`src/rtl/wb_pkg.sv`:
```
// Shared Wishbone definitions for the pattern responder and its burst address generator.
// Contents: CTI/BTE encodings, responder FSM state type, address-derived pattern function.
package wb_pkg;

  // Cycle type identifiers
  localparam logic [2:0] CLASSIC = 3'b000;
  localparam logic [2:0] CONST   = 3'b001;
  localparam logic [2:0] INCR    = 3'b010;
  localparam logic [2:0] EOB     = 3'b111;

  // Burst type extensions
  localparam logic [1:0] LINEAR = 2'b00;
  localparam logic [1:0] WRAP4  = 2'b01;
  localparam logic [1:0] WRAP8  = 2'b10;
  localparam logic [1:0] WRAP16 = 2'b11;

  typedef enum logic [2:0] {
    StIdle,
    StWait,
    StClassic,
    StBurst,
    StErr
  } wb_state_e;

  // Word-aligned address xor seed; byte offset bits never affect the pattern.
  function automatic logic [31:0] pat(input logic [31:0] adr, input logic [31:0] seed);
    return {adr[31:2], 2'b00} ^ seed;
  endfunction

endpackage

```
`src/rtl/wb_burst_adr_gen.sv`:
```
// Combinational Wishbone incrementing-burst next-address generator.
// Ports:
//   adr_i  current byte address of the beat
//   bte_i  burst type extension (linear, wrap-4/8/16)
//   adr_o  byte address of the following beat
module wb_burst_adr_gen
  import wb_pkg::*;
(
  input  logic [31:0] adr_i,
  input  logic [1:0]  bte_i,
  output logic [31:0] adr_o
);

  logic [31:0] inc;
  logic [31:0] wrap_mask;

  always_comb begin
    inc = adr_i + 32'd4;
    case (bte_i)
      WRAP4:   wrap_mask = 32'h0000_000F;
      WRAP8:   wrap_mask = 32'h0000_001F;
      WRAP16:  wrap_mask = 32'h0000_003F;
      default: wrap_mask = 32'hFFFF_FFFF;
    endcase
    // Bits outside the wrap block keep their value; bits inside take the incremented value.
    adr_o = (adr_i & ~wrap_mask) | (inc & wrap_mask);
  end

endmodule

```
`src/rtl/wb_pattern_slave.sv`:
```
// Wishbone B3 pattern responder: reads return pat(addr), writes are compared against it.
// Handles classic cycles and incrementing bursts (linear, wrap-4/8/16) with registered
// feedback: ack is registered, and a beat completes on the edge where ack is high while the
// master still drives cyc&stb.
// Ports: wb_clk/wb_rst (sync, active high), Wishbone slave inputs wb_*_i, responses
// wb_dat_o/wb_ack_o/wb_err_o/wb_rty_o, status beat_count, mismatch_count,
// first_mismatch_adr, addr_seq_err.
// Optional feature: define WB_PATTERN_SLAVE_STALL_EN to drop ack for one cycle after every
// STALL_PERIOD completed burst beats.
module wb_pattern_slave
  import wb_pkg::*;
#(
  parameter logic [31:0] BASE_ADDR    = 32'h0000_0000,
  parameter int unsigned ADDR_WIDTH   = 16,
  parameter int unsigned WAIT_CYCLES  = 0,
  parameter logic [31:0] SEED         = 32'hA5A5_0000,
  parameter int unsigned STALL_PERIOD = 4
) (
  input  logic        wb_clk,
  input  logic        wb_rst,
  input  logic        wb_cyc_i,
  input  logic        wb_stb_i,
  input  logic        wb_we_i,
  input  logic [31:0] wb_adr_i,
  input  logic [31:0] wb_dat_i,
  input  logic [2:0]  wb_cti_i,
  input  logic [1:0]  wb_bte_i,
  input  logic [3:0]  wb_sel_i,
  output logic [31:0] wb_dat_o,
  output logic        wb_ack_o,
  output logic        wb_err_o,
  output logic        wb_rty_o,
  output logic [31:0] beat_count,
  output logic [15:0] mismatch_count,
  output logic [31:0] first_mismatch_adr,
  output logic        addr_seq_err
);

  localparam logic [3:0] WaitLast = (WAIT_CYCLES > 0) ? 4'(WAIT_CYCLES - 1) : 4'd0;

  wb_state_e   state_q;
  logic        ack_q, err_q, seq_err_q, first_q, burst_q;
  logic [31:0] dat_q, adr_q, beat_cnt_q, first_mm_q;
  logic [15:0] mm_cnt_q;
  logic [1:0]  bte_q;
  logic [3:0]  wait_cnt_q;

  logic        req, in_win, beat_done, wr_bad, seq_bad;
  logic [31:0] off, lane_mask, adr_nxt;

  wb_burst_adr_gen u_adr_gen (
    .adr_i (adr_q),
    .bte_i (bte_q),
    .adr_o (adr_nxt)
  );

  always_comb begin
    req       = wb_cyc_i & wb_stb_i;
    off       = wb_adr_i - BASE_ADDR;
    in_win    = (off >> ADDR_WIDTH) == 32'd0;
    beat_done = ack_q & req;
    lane_mask = {{8{wb_sel_i[3]}}, {8{wb_sel_i[2]}}, {8{wb_sel_i[1]}}, {8{wb_sel_i[0]}}};
    wr_bad    = wb_we_i & (|((wb_dat_i ^ pat(adr_q, SEED)) & lane_mask));
    seq_bad   = (state_q == StBurst) & ~first_q & (wb_adr_i != adr_q);
  end

`ifdef WB_PATTERN_SLAVE_STALL_EN
  logic [7:0] stall_cnt_q;
`else
  logic [7:0] unused_stall_period;
  assign unused_stall_period = STALL_PERIOD[7:0];
`endif

  always_ff @(posedge wb_clk) begin
    if (wb_rst) begin
      state_q    <= StIdle;
      ack_q      <= 1'b0;
      err_q      <= 1'b0;
      seq_err_q  <= 1'b0;
      first_q    <= 1'b0;
      burst_q    <= 1'b0;
      dat_q      <= '0;
      adr_q      <= '0;
      beat_cnt_q <= '0;
      first_mm_q <= '0;
      mm_cnt_q   <= '0;
      bte_q      <= '0;
      wait_cnt_q <= '0;
`ifdef WB_PATTERN_SLAVE_STALL_EN
      stall_cnt_q <= '0;
`endif
    end else begin
      // Bookkeeping for a completed beat, independent of the state transition below.
      if (beat_done) begin
        beat_cnt_q <= beat_cnt_q + 32'd1;
        if (wr_bad) begin
          if (mm_cnt_q != 16'hFFFF) mm_cnt_q <= mm_cnt_q + 16'd1;
          if (mm_cnt_q == 16'd0) first_mm_q <= adr_q;
        end
        if (seq_bad) seq_err_q <= 1'b1;
      end

      case (state_q)
        StIdle: begin
          if (req) begin
            adr_q      <= wb_adr_i;
            bte_q      <= wb_bte_i;
            burst_q    <= (wb_cti_i == INCR);
            first_q    <= 1'b1;
            wait_cnt_q <= '0;
`ifdef WB_PATTERN_SLAVE_STALL_EN
            stall_cnt_q <= '0;
`endif
            if (!in_win) begin
              err_q   <= 1'b1;
              state_q <= StErr;
            end else if (WAIT_CYCLES > 0) begin
              state_q <= StWait;
            end else begin
              ack_q   <= 1'b1;
              dat_q   <= pat(wb_adr_i, SEED);
              state_q <= (wb_cti_i == INCR) ? StBurst : StClassic;
            end
          end
        end
        StWait: begin
          if (!wb_cyc_i) begin
            state_q <= StIdle;
          end else if (wait_cnt_q == WaitLast) begin
            ack_q   <= 1'b1;
            dat_q   <= pat(adr_q, SEED);
            state_q <= burst_q ? StBurst : StClassic;
          end else begin
            wait_cnt_q <= wait_cnt_q + 4'd1;
          end
        end
        StClassic: begin
          ack_q   <= 1'b0;
          dat_q   <= '0;
          state_q <= StIdle;
        end
        StBurst: begin
          if (ack_q) begin
            if (!req || wb_cti_i == EOB) begin
              ack_q   <= 1'b0;
              dat_q   <= '0;
              state_q <= StIdle;
            end else begin
              first_q <= 1'b0;
              adr_q   <= adr_nxt;
              dat_q   <= pat(adr_nxt, SEED);
`ifdef WB_PATTERN_SLAVE_STALL_EN
              // Address already points at the next beat; it is held through the stall cycle.
              if (stall_cnt_q == 8'(STALL_PERIOD - 1)) begin
                ack_q       <= 1'b0;
                stall_cnt_q <= '0;
              end else begin
                stall_cnt_q <= stall_cnt_q + 8'd1;
              end
`endif
            end
          end else begin
`ifdef WB_PATTERN_SLAVE_STALL_EN
            ack_q   <= req;
            state_q <= req ? StBurst : StIdle;
            if (!req) dat_q <= '0;
`else
            state_q <= StIdle;
`endif
          end
        end
        StErr: begin
          err_q   <= 1'b0;
          state_q <= StIdle;
        end
        default: state_q <= StIdle;
      endcase
    end
  end

  assign wb_dat_o           = dat_q;
  assign wb_ack_o           = ack_q;
  assign wb_err_o           = err_q;
  assign wb_rty_o           = 1'b0;
  assign beat_count         = beat_cnt_q;
  assign mismatch_count     = mm_cnt_q;
  assign first_mismatch_adr = first_mm_q;
  assign addr_seq_err       = seq_err_q;

endmodule

```
`config.mk`:
```
export PLATFORM = sky130hd
export DESIGN_NAME = wb_pattern_slave
export DESIGN_NICKNAME = d
export VERILOG_FILES = /design/src/rtl/wb_pkg.sv /design/src/rtl/wb_burst_adr_gen.sv /design/src/rtl/wb_pattern_slave.sv
export SDC_FILE = /design/constraint.sdc
export NUM_CORES = 1
export LEC_CHECK = 0
export ABC_CLOCK_PERIOD_IN_PS = 2900
export BUFFER_PORTS_ARGS = -buffer_cell sky130_fd_sc_hd__buf_2
export CORE_AREA = 2 2 136 138
export CTS_BUF_LIST = sky130_fd_sc_hd__clkbuf_16
export CTS_CLUSTER_SIZE = 40
export DETAILED_ROUTE_END_ITERATION = 7
export DIE_AREA = 0 0 138 140
export HOLD_SLACK_MARGIN = 0.12
export PLACE_DENSITY = 0.75
export SETUP_SLACK_MARGIN = 0.05
export SYNTH_ARGS = -nofsm -noshare
export SYNTH_HDL_FRONTEND = slang
export SYNTH_SLANG_ARGS = --single-unit
```
`constraint.sdc`:
```
create_clock -name wb_clk -period 2.9 [get_ports wb_clk]
set_input_delay 0.29 -clock wb_clk [delete_from_list [all_inputs] [get_ports wb_clk]]
set_output_delay 0.29 -clock wb_clk [all_outputs]
set_load 0.02 [all_outputs]
```
==> results.ini <==
[synthesis]
main_combinational_cell_family_by_area_after_synthesis = simple AND/OR/NAND/NOR gates
ys_seq_elements = 156
synth_simple_gate_area_share_pct = 26.6
yosys.area_share.xor_xnor_pct = 9.57
synth_top_cell_by_area = dfxtp_1
netlist-cell-type-count = 67
syn-instance-count = 1109
synth_adder_area_share_pct = 1.14
postSynth.asyncResetShare_pct = 0
edff_count_synth = 0
synth.yosys.seq_area_share_pct = 35.6
compound_cell_area_share_of_the_yosys_netlist_pct = 16.2
post_synth_main_area_contributors = dfxtp_1, nand2_1, xnor2_1
synth_mux_area_share_pct = 5.50
synth_top_area_share_pct = 35.6
synth_most_common_cell = dfxtp_1
avgSynthCellArea_um2 = 7.92
netlist_area_mm2 = 0.00878
synthTopCellsByCount = dfxtp_1, nand2_1, nor2_1
warnings_synthesis = 0
synthFlopType = dfxtp_1

[route]
vias_per_cell = 6.00
detailroute.via_count = 9156
drt_drc_violations_left = 0
drtPass1Iterations = 8
initialDrtViolationCount = 984
route.detailed.wl_per_inst_um = 18.9
postRouteWirelength_um = 28800
antenna_violating_nets_post_route = 0

[timing]
skew_ps = 11.7
max_slew.worst_pin.slew_ps = 779
final.period_utilization_pct = 95.5
fin_setup_tns_ps = 0
final-hold-violation-count = 0
timing.hold.ws_ps = 145
period_minus_slack_ps = 2770
unrepaired_setup_endpoints_after_global_routing = no
fmaxAchievable_ghz = 0.361
setup_viol = 0
finalMaxSlewViolations = 0
slew-limit-headroom_pct = 47.6

[placed_design]
io_buffers = 190
routabilityCongestion = 0.994
dp_hpwl_um = 20800

[global_route]
largest_net_degree_at_the_start_of_global_routing = 65
gr-usage-all-layers_pct = 28.9
grt_first_pass_wirelength_um = 45100
first_global_vias = 8360
globalRoute.totalOverflow = 0
antenna_found_initial = 2

[clock_network]
clock_tree.htree_level_count = 4
post_cts_setup_buffer_count = 0
tritoncts = done
cts_made_buffers = 17
clkSinkCount = 156
cts.root.buffer_cell = clkbuf_16
clkSlewWorstSetupHoldPaths_ps = 60
clockBufferDepth = 2
clk-insertion-delay-late_ps = 430

[setup_path]
critical-path-slowest-cell = and4_1
worst-r2r-setup-slack_ps = 130
critical_path_class = register to register
crit_chain = xnor2_1 -> nand4_1 -> o21ai_0 -> and4_1 -> buf_4 -> nor4_1 -> mux2_2
cp_slowest_stage_delay_ps = 580
crit_start = adr_q[10]
cp.arrival_ps = 3090
regToRegStartpoint = adr_q[10]
cp.required_ps = 3220
worstPathMaxFanout = 12
startpoint_type = register
timing.critical_path.to_type = register

[pwr]
cellLeakagePower_nw = 4.20
powerDensity_mw_per_mm2 = 483
worst_ir_drop_vdd_mv = 0.434
finalPower_mw = 5.19

[floorplanning]
io-pin-count = 194
design.core.area_mm2 = 0.0178
die_height_um = 140
floorplan.rows = 49
floorplan.die_area_mm2 = 0.0193
dieWidth_um = 138
initial_utilization_pct = 49.4

[layout]
util_after_layout_pct = 60.4
layout-drive-gt1-share_pct = 22.7
layout.nets = 1366
syn_to_final_growth_pct = 22.3

[worst_hold_path]
hold_class = primary input to register
startpoint_of_the_worst_hold_path = wb_adr_i[1]

[outcome]
run_status = finished, final reports clean

[job]
cap_violations = 0

==> layer usage <==
layer | global-route usage, % | vias to the layer above | wire (um) | part of all wire (%)
met5 | 0 | - | 0 | 0
met4 | 13.1 | 0 | 1090 | 3.8
met3 | 5.16 | 76 | 2890 | 10
met2 | 43.6 | 523 | 12500 | 43
met1 | 40.4 | 4253 | 12300 | 43
li1 | - | 4304 | - | -
==> layout by cell type, fill, tap and decap left out, drive strengths merged, types with 8 or more instances in the layout <==
cell type,instances
a21oi,68
nand2,154
mux2,10
xnor2,60
and4,15
nand4,37
nor3,37
ha,8
nor4,24
clkbuf,17
nand3,38
o21ai,67
dfxtp,156
or3,11
a31oi,15
nor2b,16
buf,243
and3,13
xor2,36
inv,18
mux2i,37
nor2,89
a22oi,10
or4,8
==> final cells by class <==
| class | instances | area, um2 |
|---|---|---|
| fill | 1620 | 7040 |
| multi-input combinational | 846 | 5200 |
| sequential | 156 | 3120 |
| timing repair buffer | 245 | 1410 |
| clock buffer | 17 | 425 |
| tap | 229 | 287 |
| clock inverter | 15 | 244 |
| inverter | 14 | 52.6 |
| antenna | 3 | 7.51 |
==> logic make-up (layout without fill, tap and decap cells) <==
kind of cell               after synthesis  after routing
AOI/OAI and AO/OA                      228            228
xor gates and xnor gates                96             96
adders and majority gates                8              8
buffers and inverters                  109            291
DFF                                    156            156
muxes                                   47             47
other                                    1              6
and+or+nand+nor                        464            464
==> path summary, 6_finish.rpt <==
path | depth (start not counted) | end
setup / recovery | 7 | mismatch_count[11]
hold / removal | 3 | adr_q[1]
setup reg to reg | 7 | mismatch_count[11]
hold reg to reg | 2 | first_mismatch_adr[20]
==> critical path, delay by kind of cell, from the launching register on <==
family | cells | cell delay [ps]
flops | 1 | 550
buf+inv | 1 | 260
compound gates | 1 | 510
mux | 1 | 280
simple gates | 3 | 800
xor+xnor | 1 | 250
==> flip-flops by register name, indices dropped and copies added, names as in the netlist, 2 cells and up <==
name,count
beat_count,32
wb_dat_o,30
wait_cnt_q,4
adr_q,32
mismatch_count,16
bte_q,2
state_q,3
first_mismatch_adr,32
==> stage by stage <==
| step | setup WS (ps) | area [um2] | cells |
|---|---|---|---|
| after CTS | 244 | 10700 | 1522 |
| after detailed placement | 252 | 10000 | 1488 |
| final | 131 | 10700 | 1525 |
| after global routing | 67.2 | 10700 | 1524 |
| after global placement | 286 | 10000 | 1488 |
| after floorplan | 697 | 8790 | 1111 |
==> power breakdown <==
part | switching, mW | leakage, nW | internal, mW
sequential | 0.0398 | 1.26 | 2.17
clock | 0.933 | 0.328 | 1.62
combinational | 0.255 | 2.61 | 0.172
==> what timing repair did <==
item / in CTS / in global routing
resized for setup: 0 / 0
hold buffers: 2 / 0
hold endpoints to repair: 2 / 0
Note: power is estimated with default switching activity, not from simulation.
